## config.mk

```make
export PLATFORM = sky130hd
export DESIGN_NAME = data_cache
export DESIGN_NICKNAME = d
export VERILOG_FILES = /design/src/rtl/data_cache.sv
export SDC_FILE = /design/constraint.sdc
export NUM_CORES = 2
export LEC_CHECK = 0
export BUFFER_PORTS_ARGS = -buffer_cell sky130_fd_sc_hd__buf_2
export CORE_AREA = 2 2 464 466
export DETAILED_ROUTE_END_ITERATION = 8
export DIE_AREA = 0 0 466 468
export PLACE_DENSITY = 0.67
export SYNTH_ARGS = -nofsm -noshare
export SYNTH_HDL_FRONTEND = slang
export SYNTH_SLANG_ARGS = --single-unit
export TNS_END_PERCENT = 20
```

## constraint.sdc

```tcl
create_clock -name clk -period 9.5 [get_ports clk]
set_clock_uncertainty 0.1 [all_clocks]
set_input_delay 0.95 -clock clk [delete_from_list [all_inputs] [get_ports clk]]
set_output_delay 0.95 -clock clk [all_outputs]
set_load 0.1 [all_outputs]
```

## src/rtl/data_cache.sv

```systemverilog
// rtl/data_cache.sv - direct-mapped write-back/write-allocate data cache, 4 words per line
module data_cache #(
    parameter int LINE_COUNT = 16
) (
    input  logic         clk,
    input  logic         reset,
    input  logic         is_input_valid,
    input  logic [31:0]  addr,
    input  logic         mem_read,
    input  logic         mem_write,
    input  logic [31:0]  din,
    output logic         is_ready,
    output logic         is_output_valid,
    output logic [31:0]  dout,
    output logic         is_hit,
    output logic [31:0]  hit_count,
    output logic [31:0]  miss_count,
    output logic         mem_req_valid,
    output logic         mem_req_write,
    output logic [31:0]  mem_req_addr,
    output logic [127:0] mem_req_data,
    input  logic         mem_req_ready,
    input  logic         mem_resp_valid,
    input  logic [127:0] mem_resp_data
);
    localparam int IW = $clog2(LINE_COUNT);
    localparam int TW = 28 - IW;

    typedef enum logic [1:0] {IDLE, TAG_CHECK, WRITEBACK, ALLOCATE} state_t;

    state_t      state_q, state_d;
    logic [29:0] waddr_q, waddr_d;
    logic [31:0] din_q, din_d;
    logic        is_write_q, is_write_d;
    logic        first_q, first_d;
    logic        fill_wait_q, fill_wait_d;
    logic [31:0] hit_count_q, hit_count_d;
    logic [31:0] miss_count_q, miss_count_d;

    logic          valid_q [LINE_COUNT];
    logic          dirty_q [LINE_COUNT];
    logic [TW-1:0] tag_q   [LINE_COUNT];
    logic [127:0]  data_q  [LINE_COUNT];

    logic [IW-1:0] idx;
    logic [TW-1:0] req_tag;
    logic [1:0]    off;
    logic          lookup_hit;
    logic          victim_dirty;
    logic [127:0]  cur_line;

    logic          line_we;
    logic [127:0]  line_data;
    logic          line_dirty;

    // Byte-offset bits never reach the cache; word accesses only.
    logic unused_addr_bits;
    assign unused_addr_bits = ^addr[1:0];

    assign idx          = waddr_q[1+IW:2];
    assign req_tag      = waddr_q[29:2+IW];
    assign off          = waddr_q[1:0];
    assign cur_line     = data_q[idx];
    assign lookup_hit   = valid_q[idx] && (tag_q[idx] == req_tag);
    assign victim_dirty = valid_q[idx] && dirty_q[idx];
    assign hit_count    = hit_count_q;
    assign miss_count   = miss_count_q;

    always_comb begin
        state_d         = state_q;
        waddr_d         = waddr_q;
        din_d           = din_q;
        is_write_d      = is_write_q;
        first_d         = first_q;
        fill_wait_d     = fill_wait_q;
        hit_count_d     = hit_count_q;
        miss_count_d    = miss_count_q;
        is_ready        = 1'b0;
        is_output_valid = 1'b0;
        is_hit          = 1'b0;
        dout            = 32'h0;
        mem_req_valid   = 1'b0;
        mem_req_write   = 1'b0;
        mem_req_addr    = 32'h0;
        mem_req_data    = 128'h0;
        line_we         = 1'b0;
        line_data       = cur_line;
        line_dirty      = 1'b0;

        case (state_q)
            IDLE: begin
                is_ready = 1'b1;
                if (is_input_valid && (mem_read || mem_write)) begin
                    waddr_d    = addr[31:2];
                    din_d      = din;
                    is_write_d = mem_write;
                    first_d    = 1'b1;
                    state_d    = TAG_CHECK;
                end
            end
            TAG_CHECK: begin
                if (lookup_hit) begin
                    is_output_valid = 1'b1;
                    is_hit          = first_q;
                    state_d         = IDLE;
                    if (first_q && hit_count_q != 32'hFFFF_FFFF)
                        hit_count_d = hit_count_q + 32'd1;
                    if (is_write_q) begin
                        line_we                     = 1'b1;
                        line_data[{off, 5'b0} +: 32] = din_q;
                        line_dirty                  = 1'b1;
                    end else begin
                        dout = cur_line[{off, 5'b0} +: 32];
                    end
                end else begin
                    if (first_q && miss_count_q != 32'hFFFF_FFFF)
                        miss_count_d = miss_count_q + 32'd1;
                    first_d     = 1'b0;
                    fill_wait_d = 1'b0;
                    state_d     = victim_dirty ? WRITEBACK : ALLOCATE;
                end
            end
            WRITEBACK: begin
                mem_req_valid = 1'b1;
                mem_req_write = 1'b1;
                mem_req_addr  = {tag_q[idx], idx, 4'b0};
                mem_req_data  = cur_line;
                if (mem_req_ready)
                    state_d = ALLOCATE;
            end
            ALLOCATE: begin
                if (!fill_wait_q) begin
                    mem_req_valid = 1'b1;
                    mem_req_addr  = {waddr_q[29:2], 4'b0};
                    if (mem_req_ready)
                        fill_wait_d = 1'b1;
                end else if (mem_resp_valid) begin
                    line_we   = 1'b1;
                    line_data = mem_resp_data;
                    state_d   = TAG_CHECK;
                end
            end
            default: state_d = IDLE;
        endcase
    end

    always_ff @(posedge clk) begin
        if (reset) begin
            state_q      <= IDLE;
            waddr_q      <= '0;
            din_q        <= '0;
            is_write_q   <= 1'b0;
            first_q      <= 1'b0;
            fill_wait_q  <= 1'b0;
            hit_count_q  <= '0;
            miss_count_q <= '0;
            for (int i = 0; i < LINE_COUNT; i++) begin
                valid_q[i] <= 1'b0;
                dirty_q[i] <= 1'b0;
            end
        end else begin
            state_q      <= state_d;
            waddr_q      <= waddr_d;
            din_q        <= din_d;
            is_write_q   <= is_write_d;
            first_q      <= first_d;
            fill_wait_q  <= fill_wait_d;
            hit_count_q  <= hit_count_d;
            miss_count_q <= miss_count_d;
            if (line_we) begin
                valid_q[idx] <= 1'b1;
                dirty_q[idx] <= line_dirty;
            end
        end
    end

    // Tag and data arrays carry no reset; the valid bits gate every use.
    always_ff @(posedge clk) begin
        if (line_we) begin
            tag_q[idx]  <= req_tag;
            data_q[idx] <= line_data;
        end
    end
endmodule

```

=== After elaboration in Yosys (flattened, before gate mapping) ===
Memories as Yosys holds them, arrays and structs flattened. A register that Yosys moved wholly into a read port is not among the register bits.
Index checks and enable logic that the tools add are counted.

* Memory bits (writable): 2464
* Logic and storage cells: 106
* Input port bits: 199
* Register bits after elaboration: 131
* Memories: 4
* Bits in read-only memories: 0
* Bits in latches: 0
* Output and inout bits: 261

{| class="wikitable"
|+ Memories
! memory !! depth !! bits a word !! rd ports !! clocked after Yosys merged registers in !! wr ports !! line !! text
|-
| data_q || 16 || 128 || 1 || 1 || 1 || 43 || <nowiki>logic [127:0] data_q [LINE_COUNT];</nowiki>
|-
| tag_q || 16 || 24 || 1 || 1 || 1 || 42 || <nowiki>logic [TW-1:0] tag_q [LINE_COUNT];</nowiki>
|-
| dirty_q || 16 || 1 || 1 || 1 || 16 || 41 || <nowiki>logic dirty_q [LINE_COUNT];</nowiki>
|-
| valid_q || 16 || 1 || 1 || 1 || 16 || 40 || <nowiki>logic valid_q [LINE_COUNT];</nowiki>
|}

* Add/subtract/negate cells: 3
* Shift-type cells: 3
* Divide/modulo/power cells: 0
* Multipliers: 0
* Equality and inequality tests: 11
* Muxes and demuxes: 59
* Bitwise logic cells: 1
* $lt $le $gt $ge: 0
* Reduce and logical (&&, ||, !) cells: 17

{| class="wikitable"
|+ Operators by type and width
! kind !! number
|-
| $mux 128 || 5
|-
| $pmux 128 s2 || 1
|-
| $bwmux 128 || 1
|-
| $mux 32 || 4
|-
| $shift 32x9->128 const A || 1
|-
| $shiftx 128x8->32 || 1
|-
| $shiftx 32x9->128 || 1
|-
| $add 32x1->32 const B || 2
|-
| $ne 32x32->1 const B || 2
|-
| $pmux 32 s2 || 1
|-
| $mux 4 || 10
|-
| $mux 1 || 27
|-
| $eq 24x24->1 || 1
|-
| $mux 2 || 5
|-
| $ne 2x2->1 const B || 5
|-
| $neg 7->9 || 1
|-
| $pmux 1 s2 || 4
|-
| $pmux 2 s4 || 1
|-
| $reduce_and 2->1 || 3
|-
| $reduce_and 3->1 || 2
|-
| $logic_and 1x1->1 || 5
|-
| $eq 2x2->1 const B || 2
|-
| $reduce_and 4->1 || 1
|-
| $reduce_bool 2->1 || 2
|-
| 5 further kinds || 6
|}

=== Longest topological paths before layout ===
* Depth after elaboration: 9
* Depth in mapped cells: 18
* Mapped depth without buffers: 9

=== Least setup slack after synthesis ===
No wires, ideal clock.

* Path kind: reg2reg
* From: register (tool-made name)
* To: memory data_q[3][0], enable pin
* Setup time: 531 ps
* Setup slack: 2233 ps
* Required time: 8869 ps
* Arrival: 6636 ps
* Period minus slack after synthesis: 7267 ps
* Buffers on the path: 6
* Cell stages (with the launch flop): 16
* Cells stage by stage: dfxtp_1 buf_6 buf_8 buf_2 buf_2 mux4_2 nand4b_1 o311ai_0 a311oi_1 and4_1 o2111ai_1 clkbuf_1 nor3b_1 a21o_1 clkbuf_1 and3_1

{| class="wikitable"
|+ RTL lines
! element !! line
|-
| end: declaration || 43
|}

==> impl_table.tex <==
\begin{tabular}{lr}
\hline
Metric & Value \\
\hline
\multicolumn{2}{l}{\textbf{Place}} \\
\quad Final HPWL DP & around 190 mm \\
\quad Quantity of I/O buffers inserted on ports & 453 \\
\quad Final RePlAce weighted congestion & $\sim$0.86 \\
\quad Setup slack at placement & about 2400 ps \\
\quad Post-detailed-placement cell area & 112000 µm² \\
\multicolumn{2}{l}{\textbf{Clock tree}} \\
\quad CTS max path bufs & 4 \\
\quad Hold buffer count at CTS & 0 \\
\quad Number of sinks driven by the clock tree & between 2000 and 3000 \\
\quad Total CTS buffers & 281 \\
\quad Clk\_lat worst skew & 950 ps \\
\quad Clock input transition at the sequential cells of the worst setup and hold paths & 60 ps \\
\quad CTS root buffer & clkbuf\_16 \\
\quad CTS tree & yes \\
\quad Cells resized by post-CTS repair & 0 \\
\quad H-tree level count & 5 \\
\quad Number of buffers inserted to repair setup after CTS & 0 \\
\multicolumn{2}{l}{\textbf{Min path}} \\
\quad Hold-critical path depth & 3 \\
\quad Min-delay src & addr[2] \\
\quad Worst hold path class & input port to flip-flop \\
\multicolumn{2}{l}{\textbf{Run status}} \\
\quad Outcome & completed \\
\multicolumn{2}{l}{\textbf{Timing}} \\
\quad Number of pins with negative max-slew slack in the final report & 0 \\
\quad Maximum operating frequency & 123 MHz \\
\quad Setup TNS & 0 ps \\
\quad Setup repair after global routing missed its margin & no \\
\quad Worst Slack Setup Final & 1380 ps \\
\quad Crit share post-route & around 86\% \\
\quad Worst Tran Pin Value & 1270 ps \\
\quad Final critical-path required period & 8120 ps \\
\quad Worst-case hold slack & 153 ps \\
\quad Setup-violating endpoint count in the final report & 0 \\
\quad Count of final hold-check violations & 0 \\
\quad Max-slew headroom & roughly 16\% \\
\multicolumn{2}{l}{\textbf{Power and ir drop}} \\
\quad Switching power & about 0.0067 W \\
\quad Clock share of power & 37.6\% \\
\quad Leakage Power & slightly below 40 nW \\
\quad Internal power & approximately 0.02 W \\
\quad Areal power density over the cells & 221 nW/µm² \\
\quad Part of the power in combinational logic & 12.2\% \\
\quad Sequential fraction of design power & around half \\
\quad Maximum VDD drop & about 240 µV \\
\quad Switching Share & about 25\% \\
\multicolumn{2}{l}{\textbf{Global route}} \\
\quad Pin count of the biggest net entering global routing & 122 \\
\quad Wire length of the first global-routing pass & 442 mm \\
\quad Most Used Layer, Global Route & met2 \\
\quad GR Layer Usage met3 & 6.38\% \\
\quad Overflow left after global routing & 0 \\
\quad Met2 routing resource usage after global routing & 45.1\% \\
\quad Tot GR Track Use & 28.9\% \\
\quad Via count of the first global-routing pass & just under 60000 \\
\quad Initial antenna violation count & 31 \\
\quad Met1 Use GR & 39.3\% \\
\multicolumn{2}{l}{\textbf{Routing}} \\
\quad Total via count in the routed design & 60300 \\
\quad Residual antenna-violating net count after detailed routing & 0 \\
\quad Final routed wirelength across all metal layers & 319 mm \\
\quad Final routed wire length divided by cell count & about 35 µm \\
\quad Vias per cell & 6.65 \\
\quad Remaining design rule violation count & 0 \\
\quad Number of detailed-routing iterations run before antenna repair & 6 \\
\quad Iteration-0 DRC count of the detailed router & approximately 8900 \\
\multicolumn{2}{l}{\textbf{Floorplan}} \\
\quad Total die area & 218000 µm² \\
\quad Row Count & 170 \\
\quad Die X & 466 µm \\
\quad Number of top-level pins & 460 \\
\quad Std-Cell Core Area & about 210000 µm² \\
\quad Effective utilization at floorplan & 49.8\% \\
\quad Die height & 468 µm \\
\multicolumn{2}{l}{\textbf{Finish}} \\
\quad Most common library cell in the layout ignoring fill and taps & edfxtp\_1 \\
\quad Area delta synth->final & 13.6\% \\
\quad Final design utilization & 56.5\% \\
\quad Final cell area excluding filler cells & 121000 µm² \\
\quad Ratio of cells with drive above 1 in the final layout & 28.6\% \\
\quad Filler Cells Inserted & about 16000 \\
\quad Net total in the final layout & 6221 \\
\quad Most used cells in the layout excluding fill and tap cells & edfxtp\_1, mux4\_2, buf\_2 \\
\multicolumn{2}{l}{\textbf{Critical path}} \\
\quad CP max FO & 37 \\
\quad Worst Reg2Reg Path Length in Cells & 12 \\
\quad Data required, critical path & 8450 ps \\
\quad Worst setup path class & flip-flop to output port \\
\quad Critical Path Sink Type & output port \\
\quad Arr. time, crit path & 7070 ps \\
\quad Crit start category & flip-flop \\
\multicolumn{2}{l}{\textbf{Yosys}} \\
\quad \#FFs+latches synth & 2599 \\
\quad Mean instance size in the synthesized netlist & a little under 20 µm² \\
\quad Synth Instances & 5490 \\
\quad Share of flip-flops with an asynchronous set or reset after synthesis & 0\% \\
\quad Mapped Area & 106000 µm² \\
\quad Total number of yosys warnings & 0 \\
\quad Proportion of synthesized chip area in sequential cells & about 72\% \\
\quad Dominant synthesized flop cell & edfxtp\_1 \\
\quad Cell variety after synth & 82 \\
\quad Count of flip-flops with a built-in enable after synthesis & 2448 \\
\multicolumn{2}{l}{\textbf{Run}} \\
\quad Maximum Capacitance Violations & 0 \\
\hline
\end{tabular}
[critical path: stages (launching register included)]
cell and delay, ps:
dfxtp_4 800, buf_4 680, mux4_2 620, nor4_1 200
a2111oi_0 140, nand3_1 170, nand4_1 260, nor4b_1 1020
nor3b_2 560, nand2b_2 570, a211oi_1 530, buf_2 510
[cells by family after synthesis]
family          after synthesis  synth area share [%]
simple gates               1015                  5.13
buf+inv                     411                  1.64
flops                      2599                  72.1
other cells                   1               0.00353
fa+ha+maj                    11                 0.130
xor+xnor                     12                0.0990
mux                         851                  16.6
compound gates              590                  4.30
[path summary, 6_finish.rpt]
check	to	slack (ps)
setup / recovery	dout[7]	1380
hold / removal	waddr_q[0]	150
setup reg to reg	data_q[7][63]	2280
hold reg to reg	valid_q[6]	350
[cell usage after synthesis, types with 8 or more instances]
library cell / number / area share (%)
a221o_1: 125 / 1.2
a211oi_1: 26 / 0.18
nor3_1: 23 / 0.11
nand4_1: 36 / 0.21
or4_1: 15 / 0.11
inv_1: 39 / 0.14
a22o_1: 129 / 1.1
o21ai_0: 40 / 0.19
clkbuf_1: 224 / 0.79
dfxtp_1: 151 / 2.8
mux2i_1: 88 / 0.83
a21oi_1: 118 / 0.56
buf_1: 75 / 0.27
nand2b_1: 8 / 0.047
nor4b_1: 11 / 0.091
mux4_2: 717 / 15
a31o_2: 11 / 0.091
and4_1: 11 / 0.091
and3_1: 34 / 0.20
mux2_2: 42 / 0.45
buf_6: 8 / 0.085
or3_1: 19 / 0.11
nor2_1: 90 / 0.32
ha_1: 11 / 0.13
buf_4: 18 / 0.13
nor4_1: 28 / 0.17
nor2b_1: 88 / 0.52
a31oi_1: 36 / 0.21
edfxtp_1: 2448 / 69
nand2_1: 286 / 1.0
a22oi_1: 18 / 0.13
and2_1: 271 / 1.6
o31ai_1: 13 / 0.092
buf_2: 44 / 0.21
nand3_1: 66 / 0.31
[state kept, by name, indices dropped and copies added, names as in the netlist, named ones only]
| name | cells |
|---|---|
| state_q | 2 |
| valid_q | 16 |
| dirty_q | 16 |
| hit_count | 32 |
| fill_wait_q | 1 |
| waddr_q | 30 |
| miss_count | 32 |
| din_q | 32 |
| is_write_q | 1 |
| data_q | 2048 |
| tag_q | 384 |
| first_q | 1 |
[power groups by stage]
stage | combinational, W | sequential [W] | clock, W
finish | 0.00326 | 0.0134 | 0.0100
global route | 0.00340 | 0.0134 | 0.0106
CTS | 0.00322 | 0.0134 | 0.0101
detailed placement | 0.00321 | 0.0137 | 0
global placement | 0.00313 | 0.0136 | 0
floorplan | 0.00210 | 0.0135 | 0
[cell type report]
class / instances / area (µm²) / share of cell area (%)
sequential: 2599 / 76600 / 63.5
multi-input combinational: 2483 / 28100 / 23.3
clock buffer: 372 / 7580 / 6.29
timing repair buffer: 605 / 3930 / 3.26
tap: 2838 / 3550 / 2.95
clock inverter: 95 / 608 / 0.504
inverter: 41 / 161 / 0.134
antenna: 31 / 77.6 / 0.0643
[per-stage QoR]
step           std cells  total power [W]
6_report            9064           0.0267
3_3_place_gp        8566           0.0168
2_1_floorplan       5493           0.0156
4_1_cts             9033           0.0268
3_5_place_dp        8566           0.0169
5_1_grt             9038           0.0274
[routing by layer]
layer | up-vias | share of wire [%]
met2 | 3927 | 47
li1 | 23800 | -
met1 | 31900 | 37
met5 | - | 0.014
met4 | 8 | 5.1
met3 | 649 | 11
No activity file was read; power rests on OpenSTA's default activity.
